$ cat src/rtl/ps2_pkg.sv
// Shared PS/2 mouse protocol constants, controller state encoding and the init command ROM.
package ps2_pkg;

  localparam logic [7:0] CMD_RESET    = 8'hFF;
  localparam logic [7:0] CMD_SET_RATE = 8'hF3;
  localparam logic [7:0] CMD_ENABLE   = 8'hF4;
  localparam logic [7:0] RSP_ACK      = 8'hFA;
  localparam logic [7:0] RSP_RESEND   = 8'hFE;
  localparam logic [7:0] RSP_BAT_OK   = 8'hAA;
  localparam logic [7:0] RSP_BAT_ERR  = 8'hFC;
  localparam logic [7:0] MOUSE_ID     = 8'h00;

  typedef enum logic [3:0] {
    SEND     = 4'd0,
    WAIT_ACK = 4'd1,
    WAIT_BAT = 4'd2,
    WAIT_ID  = 4'd3,
    STR_B0   = 4'd4,
    STR_B1   = 4'd5,
    STR_B2   = 4'd6,
    FAIL     = 4'd7
  } state_t;

  function automatic logic [7:0] cmd_rom(input logic [1:0] idx, input logic [7:0] rate);
    case (idx)
      2'd0:    return CMD_RESET;
      2'd1:    return CMD_SET_RATE;
      2'd2:    return rate;
      default: return CMD_ENABLE;
    endcase
  endfunction

endpackage

$ cat src/rtl/ps2_pkt_assembler.sv
// Stream-mode packet framer: syncs on bit3 of byte 0, drops partial packets after an idle gap.
module ps2_pkt_assembler #(
  parameter int PKT_GAP = 250_000
) (
  input  logic       i_clk,
  input  logic       i_rst,
  input  logic       i_en,
  input  logic [7:0] i_rx_data,
  input  logic       i_rx_valid,
  output logic       o_pkt_valid,
  output logic       o_lefbut,
  output logic       o_rigbut,
  output logic       o_midbut,
  output logic [8:0] o_x_mov,
  output logic [8:0] o_y_mov,
  output logic [1:0] o_ovf,
  output logic [1:0] o_phase
);

  localparam logic [25:0] LD_GAP = 26'(PKT_GAP);

  logic [1:0]  r_phase;
  logic [7:0]  r_b0;
  logic [7:0]  r_b1;
  logic [25:0] r_gap;
  logic        r_pkt_valid;
  logic        r_lef;
  logic        r_rig;
  logic        r_mid;
  logic [8:0]  r_x;
  logic [8:0]  r_y;
  logic [1:0]  r_ovf;

  always_ff @(posedge i_clk) begin
    if (i_rst) begin
      r_phase     <= 2'd0;
      r_pkt_valid <= 1'b0;
      r_lef       <= 1'b0;
      r_rig       <= 1'b0;
      r_mid       <= 1'b0;
      r_x         <= '0;
      r_y         <= '0;
      r_ovf       <= '0;
    end else begin
      r_pkt_valid <= 1'b0;
      if (!i_en) begin
        r_phase <= 2'd0;
      end else begin
        case (r_phase)
          2'd0: if (i_rx_valid && i_rx_data[3]) begin
            r_b0    <= i_rx_data;
            r_gap   <= LD_GAP;
            r_phase <= 2'd1;
          end
          2'd1: if (i_rx_valid) begin
            r_b1    <= i_rx_data;
            r_gap   <= LD_GAP;
            r_phase <= 2'd2;
          end else if (r_gap == '0) begin
            r_phase <= 2'd0;
          end else begin
            r_gap <= r_gap - 26'd1;
          end
          2'd2: if (i_rx_valid) begin
            // sign bits of the 9-bit deltas live in byte 0
            r_lef       <= r_b0[0];
            r_rig       <= r_b0[1];
            r_mid       <= r_b0[2];
            r_x         <= {r_b0[4], r_b1};
            r_y         <= {r_b0[5], i_rx_data};
            r_ovf       <= {r_b0[7], r_b0[6]};
            r_pkt_valid <= 1'b1;
            r_phase     <= 2'd0;
          end else if (r_gap == '0) begin
            r_phase <= 2'd0;
          end else begin
            r_gap <= r_gap - 26'd1;
          end
          default: r_phase <= 2'd0;
        endcase
      end
    end
  end

  assign o_pkt_valid = r_pkt_valid;
  assign o_lefbut    = r_lef;
  assign o_rigbut    = r_rig;
  assign o_midbut    = r_mid;
  assign o_x_mov     = r_x;
  assign o_y_mov     = r_y;
  assign o_ovf       = r_ovf;
  assign o_phase     = r_phase;

endmodule

$ cat src/rtl/ps2_mouse_ctrl.sv
// PS/2 mouse init sequencer (reset, BAT, ID, sample rate, enable) with retry handling,
// handing over to the stream packet assembler once reporting is enabled.
module ps2_mouse_ctrl
  import ps2_pkg::*;
#(
  parameter int         ACK_TIMEOUT = 1_000_000,
  parameter int         BAT_TIMEOUT = 37_500_000,
  parameter int         PKT_GAP     = 250_000,
  parameter int         MAX_RETRY   = 3,
  parameter logic [7:0] SAMPLE_RATE = 8'd100
) (
  input  logic       iCLK_50,
  input  logic       iRST,
  input  logic       iSTART,
  output logic [7:0] oTX_DATA,
  output logic       oTX_REQ,
  input  logic       iTX_DONE,
  input  logic       iTX_ERR,
  input  logic [7:0] iRX_DATA,
  input  logic       iRX_VALID,
  output logic       oINIT_DONE,
  output logic       oINIT_FAIL,
  output logic       oPKT_VALID,
  output logic       oLEFBUT,
  output logic       oRIGBUT,
  output logic       oMIDBUT,
  output logic [8:0] oX_MOV,
  output logic [8:0] oY_MOV,
  output logic [1:0] oOVF,
  output logic [3:0] oSTATE
);

  localparam logic [25:0] LD_ACK    = 26'(ACK_TIMEOUT);
  localparam logic [25:0] LD_BAT    = 26'(BAT_TIMEOUT);
  localparam logic [3:0]  RETRY_MAX = 4'(MAX_RETRY);

  state_t      r_state;
  logic [1:0]  r_idx;
  logic [3:0]  r_retry;
  logic [25:0] r_cnt;
  logic        r_tx_req;
  logic [7:0]  r_tx_data;
  logic        r_init_done;
  logic        r_init_fail;
  logic        w_retry;
  logic        w_idx0;
  logic        w_asm_en;
  logic [1:0]  w_phase;
  logic [3:0]  w_state;

  // A received byte always takes precedence over a timer expiring in the same cycle.
  always_comb begin
    w_retry = 1'b0;
    w_idx0  = 1'b0;
    case (r_state)
      SEND:     w_retry = r_tx_req & iTX_ERR;
      WAIT_ACK: w_retry = iRX_VALID ? (iRX_DATA != RSP_ACK) : (r_cnt == '0);
      WAIT_BAT: begin
        w_retry = iRX_VALID ? (iRX_DATA == RSP_BAT_ERR) : (r_cnt == '0);
        w_idx0  = 1'b1;
      end
      WAIT_ID: begin
        w_retry = iRX_VALID ? (iRX_DATA != MOUSE_ID) : (r_cnt == '0);
        w_idx0  = 1'b1;
      end
      default: ;
    endcase
  end

  always_ff @(posedge iCLK_50) begin
    if (iRST) begin
      r_state     <= SEND;
      r_idx       <= 2'd0;
      r_retry     <= '0;
      r_cnt       <= '0;
      r_tx_req    <= 1'b1;
      r_tx_data   <= CMD_RESET;
      r_init_done <= 1'b0;
      r_init_fail <= 1'b0;
    end else if (iSTART) begin
      r_state     <= SEND;
      r_idx       <= 2'd0;
      r_retry     <= '0;
      r_tx_req    <= 1'b0;
      r_init_done <= 1'b0;
      r_init_fail <= 1'b0;
    end else if (w_retry) begin
      r_tx_req <= 1'b0;
      if (w_idx0) r_idx <= 2'd0;
      if (r_retry == RETRY_MAX) begin
        r_state     <= FAIL;
        r_init_fail <= 1'b1;
      end else begin
        r_retry <= r_retry + 4'd1;
        r_state <= SEND;
      end
    end else begin
      case (r_state)
        SEND: if (!r_tx_req) begin
          r_tx_req  <= 1'b1;
          r_tx_data <= cmd_rom(r_idx, SAMPLE_RATE);
        end else if (iTX_DONE) begin
          r_tx_req <= 1'b0;
          r_cnt    <= LD_ACK;
          r_state  <= WAIT_ACK;
        end
        WAIT_ACK: if (iRX_VALID) begin
          r_retry <= '0;
          if (r_idx == 2'd0) begin
            r_cnt   <= LD_BAT;
            r_state <= WAIT_BAT;
          end else if (r_idx == 2'd3) begin
            r_init_done <= 1'b1;
            r_state     <= STR_B0;
          end else begin
            r_idx   <= r_idx + 2'd1;
            r_state <= SEND;
          end
        end else begin
          r_cnt <= r_cnt - 26'd1;
        end
        WAIT_BAT: if (iRX_VALID) begin
          if (iRX_DATA == RSP_BAT_OK) begin
            r_cnt   <= LD_BAT;
            r_state <= WAIT_ID;
          end
        end else begin
          r_cnt <= r_cnt - 26'd1;
        end
        WAIT_ID: if (iRX_VALID) begin
          r_idx   <= 2'd1;
          r_state <= SEND;
        end else begin
          r_cnt <= r_cnt - 26'd1;
        end
        default: ;
      endcase
    end
  end

  assign w_asm_en = r_init_done & ~iSTART;

  ps2_pkt_assembler #(
    .PKT_GAP (PKT_GAP)
  ) u_asm (
    .i_clk       (iCLK_50),
    .i_rst       (iRST),
    .i_en        (w_asm_en),
    .i_rx_data   (iRX_DATA),
    .i_rx_valid  (iRX_VALID),
    .o_pkt_valid (oPKT_VALID),
    .o_lefbut    (oLEFBUT),
    .o_rigbut    (oRIGBUT),
    .o_midbut    (oMIDBUT),
    .o_x_mov     (oX_MOV),
    .o_y_mov     (oY_MOV),
    .o_ovf       (oOVF),
    .o_phase     (w_phase)
  );

  // Streaming is one controller state; the assembler phase selects STR_B0/B1/B2.
  assign w_state    = r_state;
  assign oSTATE     = (r_state == STR_B0) ? (w_state | {2'b00, w_phase}) : w_state;
  assign oTX_REQ    = r_tx_req;
  assign oTX_DATA   = r_tx_data;
  assign oINIT_DONE = r_init_done;
  assign oINIT_FAIL = r_init_fail;

endmodule
$ cat config.mk
export PLATFORM = sky130hd
export DESIGN_NAME = ps2_mouse_ctrl
export DESIGN_NICKNAME = d
export VERILOG_FILES = /design/src/rtl/ps2_pkg.sv /design/src/rtl/ps2_pkt_assembler.sv /design/src/rtl/ps2_mouse_ctrl.sv
export SDC_FILE = /design/constraint.sdc
export NUM_CORES = 1
export LEC_CHECK = 0
export BUFFER_PORTS_ARGS = -buffer_cell sky130_fd_sc_hd__buf_2
export CAP_MARGIN = 40
export CORE_MARGIN = 2
export CORE_UTILIZATION = 31
export DETAILED_ROUTE_END_ITERATION = 8
export SLEW_MARGIN = 30
export SYNTH_ARGS = -nofsm -noshare
export SYNTH_HDL_FRONTEND = slang
export SYNTH_SLANG_ARGS = --single-unit
export TNS_END_PERCENT = 30
$ cat constraint.sdc
create_clock -name iCLK_50 -period 3.4 [get_ports iCLK_50]
set_input_delay 0 -clock iCLK_50 [delete_from_list [all_inputs] [get_ports iCLK_50]]
set_output_delay 0 -clock iCLK_50 [all_outputs]
set_load 0.005 [all_outputs]
==> Word-level counts from Yosys, hierarchy flattened <==
Index checks and enable logic that the tools add are counted.
{ "totals": {"register_bits": 115, "in_bits": 14, "out_inout_bits": 39} }
{ "classes": {"add_sub_neg": 4, "eq_ne": 30, "muxes": 52, "bitwise_logic": 10, "reduce_logical": 29} }
{ "ops": {"columns": ["op", "n"], "rows": [
  ["2-to-1 mux 26 bit", 11],
  ["one-hot mux 26 bit (4 select lines)", 1],
  ["one-hot mux 26 bit (3 select lines)", 1],
  ["logical NOT 26 bit", 2],
  ["subtractor 26 x 1 -> 26 bit, second input constant", 2],
  ["2-to-1 mux 4 bit", 11],
  ["!= test 3 bit, second input constant", 10],
  ["one-hot mux 8 bit (3 select lines)", 1],
  ["2-to-1 mux 2 bit", 10],
  ["equality test 8 bit, second input constant", 2],
  ["one-hot mux 4 bit (4 select lines)", 1],
  ["equality test 4 x 2 -> 1 bit, second input constant", 3],
  ["AND reduction 4 bit", 3],
  ["2-to-1 mux 1 bit", 10],
  ["!= test 2 bit, second input constant", 5],
  ["AND reduction 5 bit", 2],
  ["2-to-1 mux 3 bit", 3],
  ["nonzero test 3 bit", 3],
  ["!= test 8 bit, second input constant", 1],
  ["AND reduction 8 bit", 1],
  ["nonzero test 8 bit", 1],
  ["inverter 1 bit", 7],
  ["AND reduction 7 bit", 1],
  ["equality test 2 bit, second input constant", 3],
  ["other kinds (22)", 30]
]} }

==> Depth between registers and ports, before layout <==
Gate-level depths: netlist of run 1.
{ "depth": {"depth_word": 6, "ltp_mapped": 10} }

==> Cells and area by module <==
A second synthesis of run 1 with hierarchy kept.
{ "hier_totals": {"hier_cells": 651, "area_unflattened_um2": 5714.2} }
{ "by_module_without_submodules": {"columns": ["module", "n_inst", "cells_per_inst", "area_each_um2"], "rows": [
  ["ps2_pkt_assembler", 1, 308, 3064.2],
  ["ps2_mouse_ctrl", 1, 343, 2650.0]
]} }

==> Worst setup path before layout of run 1 <==
OpenSTA, ideal clock, no wires.
{ "synth_path": {"kind": "register -> register", "start": "reg u_asm.r_phase[0] (netlist: u_asm.o_phase[0])", "end": "reg u_asm.r_gap[0] (enable)", "setup_time_ps": 442, "arrival_time_ps": 2605, "required_ps": 2958, "setup_slack_ps": 354, "stages_incl_launch_ff": 6, "path_buffers": 0, "synth_period_minus_slack_ps": 3046, "path_cell_list": "dfxtp_1 inv_1 ha_1 nand2_1 nand2_1 nor3_1"} }
{ "synth_between": {"elab_chain_cells": 3, "word_cells_on_any_way": 7} }
{ "synth_rtl": {"columns": ["element", "line", "rtl"], "rows": [
  ["start: declaration", "ps2_pkt_assembler.sv:22", "logic [1:0] r_phase;"],
  ["start signal: assignment", "ps2_pkt_assembler.sv:36", "r_phase <= 2'd0;"],
  ["start signal: assignment", "ps2_pkt_assembler.sv:47", "r_phase <= 2'd0;"],
  ["start signal: assignment", "ps2_pkt_assembler.sv:53", "r_phase <= 2'd1;"],
  ["equality test 2 bit (tied with other cells)", "ps2_pkt_assembler.sv:49", "case (r_phase)"],
  ["!= test 2 bit (no line) (tied with other cells)", null, null],
  ["AND reduction 5 bit (no line) *", null, null],
  ["end signal: assignment", "ps2_pkt_assembler.sv:62", "r_gap <= r_gap - 26'd1;"],
  ["end signal: assignment", "ps2_pkt_assembler.sv:77", "r_gap <= r_gap - 26'd1;"],
  ["end: declaration", "ps2_pkt_assembler.sv:25", "logic [25:0] r_gap;"]
]} }
Mark *: on every way between the ends. The rest lies on a longest branch, timed or not.
A chain may end at the register's enable or synchronous reset.

==> Final worst setup path of run 1 <==
{ "layout_path": {"start": "reg u_asm.r_gap[10]", "end": "reg u_asm.r_gap[24] (data pin)"} }
{ "layout_between": {"elab_chain_cells": 4, "word_cells_on_any_way": 6} }
{ "layout_rtl": {"columns": ["element", "line"], "rows": [
  ["subtractor 26 x 1 -> 26 bit / logical NOT 26 bit (equally long branches)", null],
  ["2-to-1 mux 26 bit *", "ps2_pkt_assembler.sv:59, ps2_pkt_assembler.sv:74"],
  ["2-to-1 mux 26 bit (on tied branches)", "ps2_pkt_assembler.sv:64, ps2_pkt_assembler.sv:55"],
  ["one-hot mux 26 bit (3 select lines) *", "ps2_pkt_assembler.sv:49"]
]} }
Mark *: on every way between the ends. The rest lies on a longest branch, timed or not. The select of a mux whose other input is x is not followed.

==> results of run 1 <==
==> power breakdown <==
part | switching (mW) | internal [mW] | total (mW)
Clock | 0.548 | 0.525 | 1.07
Combinational | 0.366 | 0.199 | 0.564
Sequential | 0.0444 | 1.39 | 1.43
==> kinds of logic after synthesis <==
logic type | count (synthesis)
DFF | 109
xor gates and xnor gates | 22
other | 2
muxes | 3
adders and majority gates | 13
AOI/OAI and AO/OA | 149
buffers and inverters | 52
and+or+nand+nor | 279
==> cell usage after synthesis (3+ instances only) <==
master    number  area (sq um)
a311oi_1       3          26.3
a21o_1         3          22.5
nand4_1        3          18.8
mux2i_1        3          30.0
clkbuf_1      23          86.3
xor2_1         7          61.3
buf_2          4          20.0
or2_2          5          31.3
nor2_1        58           218
a211o_1        4          35.0
o21ai_0       24           120
dfxtp_1       68          1360
nor2b_1        3          18.8
a31oi_1        5          31.3
nor3_1        26           130
xnor2_1       15           131
o41ai_1        3          26.3
o31ai_1       11          82.6
nand4b_1       5          43.8
and2_1         4          25.0
buf_4          6          45.0
nor3b_1        4          30.0
a21oi_1       75           375
nand3b_1       4          30.0
and3_1         4          25.0
nand2b_1       8          50.1
ha_1          13           163
or3_1         14          87.6
buf_1          3          11.3
a211oi_1       5          37.5
inv_1         16          60.1
nand2_1       95           357
nor4_1         6          37.5
nor4b_1        3          26.3
edfxtp_1      41          1230
or4_1         12          90.1
nand3_1       15          75.1
==> cell type report <==
| type | count | area, sq um | area share |
|---|---|---|---|
| clock inverter | 7 | 77.6 | 0.0123 |
| inverter | 16 | 60.1 | 0.00950 |
| multi-input combinational | 469 | 2700 | 0.427 |
| clock buffer | 9 | 225 | 0.0356 |
| sequential | 109 | 2590 | 0.410 |
| timing repair buffer | 65 | 385 | 0.0609 |
| tap | 225 | 282 | 0.0445 |
==> routing by layer <==
layer  up-vias  part of all wire  wire (um)
met4         0             0.021        282
li1       2340                 -          -
met3        15             0.036        469
met5         -                 0          0
met2        78              0.43       5650
met1      2160              0.51       6720
==> flip-flops by register name (all words and copies together) (netlist names) <==
name,count
u_asm.r_gap,26
u_asm.o_midbut,1
u_asm.r_b1,8
u_asm.o_lefbut,1
oINIT_FAIL,1
r_idx,2
r_retry,4
oTX_DATA,4
u_asm.o_pkt_valid,1
oINIT_DONE,1
oTX_REQ,1
u_asm.o_x_mov,9
u_asm.o_y_mov,9
u_asm.r_b0,7
u_asm.o_phase,2
r_cnt,26
u_asm.o_rigbut,1
u_asm.o_ovf,2
r_state,3
==> tightest hold or removal path: cells and delay by family <==
| kind | cells | cell delay (ns) |
|---|---|---|
| buffers and inverters | 1 | 0.15 |
| and+or+nand+nor | 1 | 0.12 |
| AOI/OAI and AO/OA | 1 | 0.11 |
==> worst max-delay path by stage <==
stage / startpoint / end / cells past startpoint
2_1_floorplan: u_asm.o_phase[0]$_SDFFE_PP0N_ / u_asm.r_gap[0]$_DFFE_PP_ / 5
3_3_place_gp: u_asm.r_gap[10]$_DFFE_PP_ / u_asm.r_gap[24]$_DFFE_PP_ / 6
3_5_place_dp: u_asm.r_gap[10]$_DFFE_PP_ / u_asm.r_gap[24]$_DFFE_PP_ / 6
4_1_cts: u_asm.r_gap[10]$_DFFE_PP_ / u_asm.r_gap[24]$_DFFE_PP_ / 6
5_1_grt: u_asm.r_gap[10]$_DFFE_PP_ / u_asm.r_gap[16]$_DFFE_PP_ / 7
6_report: u_asm.r_gap[10]$_DFFE_PP_ / u_asm.r_gap[24]$_DFFE_PP_ / 6
==> results by group, run 1 <==
Clock network
  – Setup repair bufs after CTS: 0
  – CTS Hold Buffers Added: 8
  – Max clock buf depth: 2
  – CTS tree: built
  – CTS Buf Count: 9
  – Post-cts gate resize count: 0
  – Reg clk slew, reported paths: 0.08 ns
  – Clock sinks: 109
  – Clk_lat worst skew: 0.36 ns
  – CTS Root Cell: clkbuf_16
  – H-tree lvl count: 3

Timing
  – Slew Limit Fails: 0
  – Post-route clock period utilization: 0.827
  – Hold Fails Final Rpt: 0
  – Worst Max-Slew Pin Slew: 0.748 ns
  – Fmax: 0.356 GHz
  – Worst slew margin: 0.499
  – Fin crit period: 2.81 ns
  – RSZ-0062 raised after global routing: no
  – Post-route setup TNS: 0 ns
  – Final setup margin: 0.589 ns
  – Final Skew: 0.0109 ns
  – Setup violators final: 0
  – Hold WS: 0.0531 ns

Critical path
  – Worst path slowest cell: or4_1
  – Crit path max fanout: 7
  – Path depth of the worst reg2reg path: 6
  – FF-to-FF End: u_asm.r_gap[24]$_DFFE_PP_
  – CP Class: flip-flop to flip-flop
  – Startpoint Class: flip-flop
  – Delay-heaviest family, CP: simple AND/OR/NAND/NOR gates
  – CP Cell Sequence: nor4_1 -> nand4b_1 -> or4_1 -> or3b_1 -> mux2i_1 -> nor2_1
  – CP required: 3.51 ns
  – Worst path max stage delay: 0.64 ns
  – CP Capture Type: flip-flop
  – Buf/Inv on CP: 0
  – R2R setup slack: 0.59 ns
  – Reg2reg start: u_asm.r_gap[10]$_DFFE_PP_
  – Crit path DAT: 2.92 ns

Placed design
  – Dpl cell area: 5940 sq um
  – DP Cell Count: 876
  – Dpl hpwl: 8860 um
  – Post-Place Worst Slack: 0.615 ns
  – PortBufs: 49
  – GP Congestion: 0.805

GRT
  – Layer with the highest usage: met2
  – Initial antenna violation count: 0
  – Met1 Use GR: 0.201
  – Vias in the first global route: 4,170
  – GR Util met2: 0.211
  – First-pass GRT wire length: 21,200 um
  – Met3 Usage GRT: 0.0294
  – Largest net degree at the start of global routing: 53
  – Total track usage: 0.143
  – GRT Residual Overflow: 0

Synth
  – Async S/R FF share, synth: 0
  – Simple-gate share of the synthesized area: 0.255
  – Synth unique cells: 60
  – Post-synthesis adder-cell area fraction: 0.0296
  – Avg Inst Size Synth: 8.75 sq um
  – Cell Area, Synth: 5500 sq um
  – Synth Area in Compound Gates: 0.163
  – Largest family of logic cells by synthesized area: simple AND/OR/NAND/NOR gates
  – Top_reg_cell synth: dfxtp_1
  – Post-Synth XOR/XNOR Area: 0.0350
  – Ys Warns: 0
  – Cells after synthesis: 629
  – Synth Register Bits: 109
  – Mux cell area share after synthesis: 0.00546
  – Post-synthesis sequential area ratio: 0.471
  – EDFF count, synth: 41

Finish
  – Fillers: 1,788
  – Diode count: 0
  – Commonest cells after routing, fill and taps aside: nand2_1 (95), a21oi_1 (75), dfxtp_1 (68), nor2_1 (58), buf_2 (49)
  – Area Overhead vs Synth: 14.9%
  – Nets: 697
  – Commonest non-fill, non-tap cell in the layout: nand2_1
  – Final Cell Area: 6320 sq um
  – Final core occ: 0.364
  – Final cell count without fillers: 900
  – Share of layout cells above drive strength 1: 0.126

Floorplanning
  – Die area: 18,800 sq um
  – Width of the die: 137 um
  – Core Area: 17,400 sq um
  – Boundary Pins: 53
  – Die Y-Extent: 137 um
  – Rows: 48
  – Initial Utilization: 0.317

Min path
  – Hold endpoint: oTX_REQ$_SDFFE_PP1P_
  – Min-delay src: iSTART
  – Hold crit path type: primary input to flip-flop
  – Hold Path Cell Cnt: 3

Route
  – Vias per cell: 5.10
  – Vias: 4,593
  – Drt first-iter violations: 398
  – Post-route DRC: 0
  – Final WL: 13,100 um
  – Routed len/inst: 14.6 um
  – Post-DRT Antenna Nets: 0
  – DRT Pass-1 Iters: 4

Power and ir drop
  – Max IR drop VDD: 0.000228 V
  – Tot Pwr: 3.07 mW
  – Leak: 2.25 nW
  – Pwr/cell area: 486 nW/um^2

Run status
  – Status: complete, no violations

Flow run
  – Max-cap violation count: 0
Note: power is estimated with default switching activity, not from simulation.
==> run 2: changes to the inputs <==
==> constraint.sdc (replaced) <==
create_clock -name iCLK_50 -period 2.7 [get_ports iCLK_50]
set_input_delay 0 -clock iCLK_50 [delete_from_list [all_inputs] [get_ports iCLK_50]]
set_output_delay 0 -clock iCLK_50 [all_outputs]
set_load 0.005 [all_outputs]
==> results by group, run 2 (same netlist as run 1, synthesis figures left out) <==
Route
  – Routed len/inst: 15.0 um
  – DRT Pass-1 Iters: 5
  – Vias per cell: 5.22
  – Vias: 4,801
  – Post-route DRC: 0
  – Final WL: 13,800 um
  – Post-DRT Antenna Nets: 0
  – Drt first-iter violations: 450

Timing
  – Hold WS: 0.0446 ns
  – Post-route clock period utilization: 0.986
  – Setup violators final: 0
  – Worst slew margin: 0.542
  – Slew Limit Fails: 0
  – RSZ-0062 raised after global routing: yes
  – Fin crit period: 2.66 ns
  – Hold Fails Final Rpt: 0
  – Fmax: 0.376 GHz
  – Worst Max-Slew Pin Slew: 0.684 ns
  – Post-route setup TNS: 0 ns
  – Final Skew: 0.0139 ns

Floorplanning
  – Core Area: 17,400 sq um
  – Width of the die: 137 um
  – Initial Utilization: 0.317
  – Rows: 48
  – Die area: 18,800 sq um
  – Die Y-Extent: 137 um
  – Boundary Pins: 53

Critical path
  – CP required: 2.82 ns
  – CP Class: flip-flop to flip-flop
  – Crit path max fanout: 6
  – Crit path DAT: 2.78 ns
  – Startpoint Class: flip-flop
  – Path depth of the worst reg2reg path: 6
  – CP Capture Type: flip-flop

Clock network
  – CTS tree: built
  – Max clock buf depth: 2
  – CTS Buf Count: 9
  – Reg clk slew, reported paths: 0.07 ns
  – H-tree lvl count: 3
  – Clock sinks: 109
  – CTS Root Cell: clkbuf_16
  – Clk_lat worst skew: 0.37 ns
  – Setup repair bufs after CTS: 0

Flow run
  – Max-cap violation count: 0

Power and ir drop
  – Pwr/cell area: 603 nW/um^2
  – Leak: 2.34 nW
  – Max IR drop VDD: 0.000295 V
  – Tot Pwr: 3.92 mW

Placed design
  – Dpl hpwl: 9260 um
  – GP Congestion: 0.839
  – PortBufs: 49
  – DP Cell Count: 894

Min path
  – Hold Path Cell Cnt: 3
  – Hold crit path type: primary input to flip-flop

Finish
  – Final cell count without fillers: 920
  – Commonest cells after routing, fill and taps aside: nand2_1 (95), a21oi_1 (74), dfxtp_1 (68), nor2_1 (58), buf_2 (49)
  – Top flop regs: r_cnt x26, u_asm.r_gap x26
  – Nets: 716
  – Fillers: 1,777
  – Final core occ: 0.374
  – Share of layout cells above drive strength 1: 0.154
  – Area Overhead vs Synth: 17.9%
  – Commonest non-fill, non-tap cell in the layout: nand2_1

GRT
  – Largest net degree at the start of global routing: 53
  – First-pass GRT wire length: 22,100 um
  – Total track usage: 0.148
  – Initial antenna violation count: 1
  – GRT Residual Overflow: 0
  – Vias in the first global route: 4,299

Run status
  – Status: complete, no violations
[run 2: layout make-up]
cell class	count	area, sq um	area share
Clock buffer	11	254	0.0391
Antenna cell	1	2.50	0.000386
Timing Repair Buffer	83	520	0.0802
Clock inverter	5	38.8	0.00598
Multi-Input combinational cell	470	2740	0.422
Inverter	16	60.1	0.00925
Tap cell	225	282	0.0434
Sequential cell	109	2590	0.399
[run 2: final timing paths]
path,start,end,slack [ns]
worst max-delay path,u_asm.r_gap[6]$_DFFE_PP_,u_asm.r_gap[24]$_DFFE_PP_,0.04
worst min-delay path,iSTART,oTX_REQ$_SDFFE_PP1P_,0.04
worst max register to register,u_asm.r_gap[6]$_DFFE_PP_,u_asm.r_gap[24]$_DFFE_PP_,0.04
worst min register to register,oINIT_FAIL$_SDFFE_PP0P_,oINIT_FAIL$_SDFFE_PP0P_,0.45
[run 2: timing repair]
item / in CTS / in global routing
endpoints found under the setup margin: 0 / 8
hold buffers: 8 / 0
gates resized for setup: 0 / 5
hold endpoints to repair: 23 / 0
[run 2: metal layers]
metal	track usage	wire (um)
met5	0	0
met2	0.223	6060
met3	0.0394	763
met4	0.0452	206
met1	0.206	6810
[run 2: metrics by stage]
step	instance area, sq um	setup slack (ns)
global placement	6080	0.0764
floorplan	5510	0.146
finish	6490	0.0389
detailed placement	6080	0.0356
global route	6490	-0.0348
CTS	6460	0.0256
[run 2: critical path: stages, from the launching register on]
cell and delay [ns]:
edfxtp_1 0.40, or4_1 0.58, or2_4 0.28, or4_1 0.51, or3b_1 0.42, mux2i_1 0.17
nor2_1 0.05
[run 2: where the power goes]
group	switching, mW	internal (mW)
clock network	0.649	0.695
registers	0.0546	1.75
logic	0.486	0.281
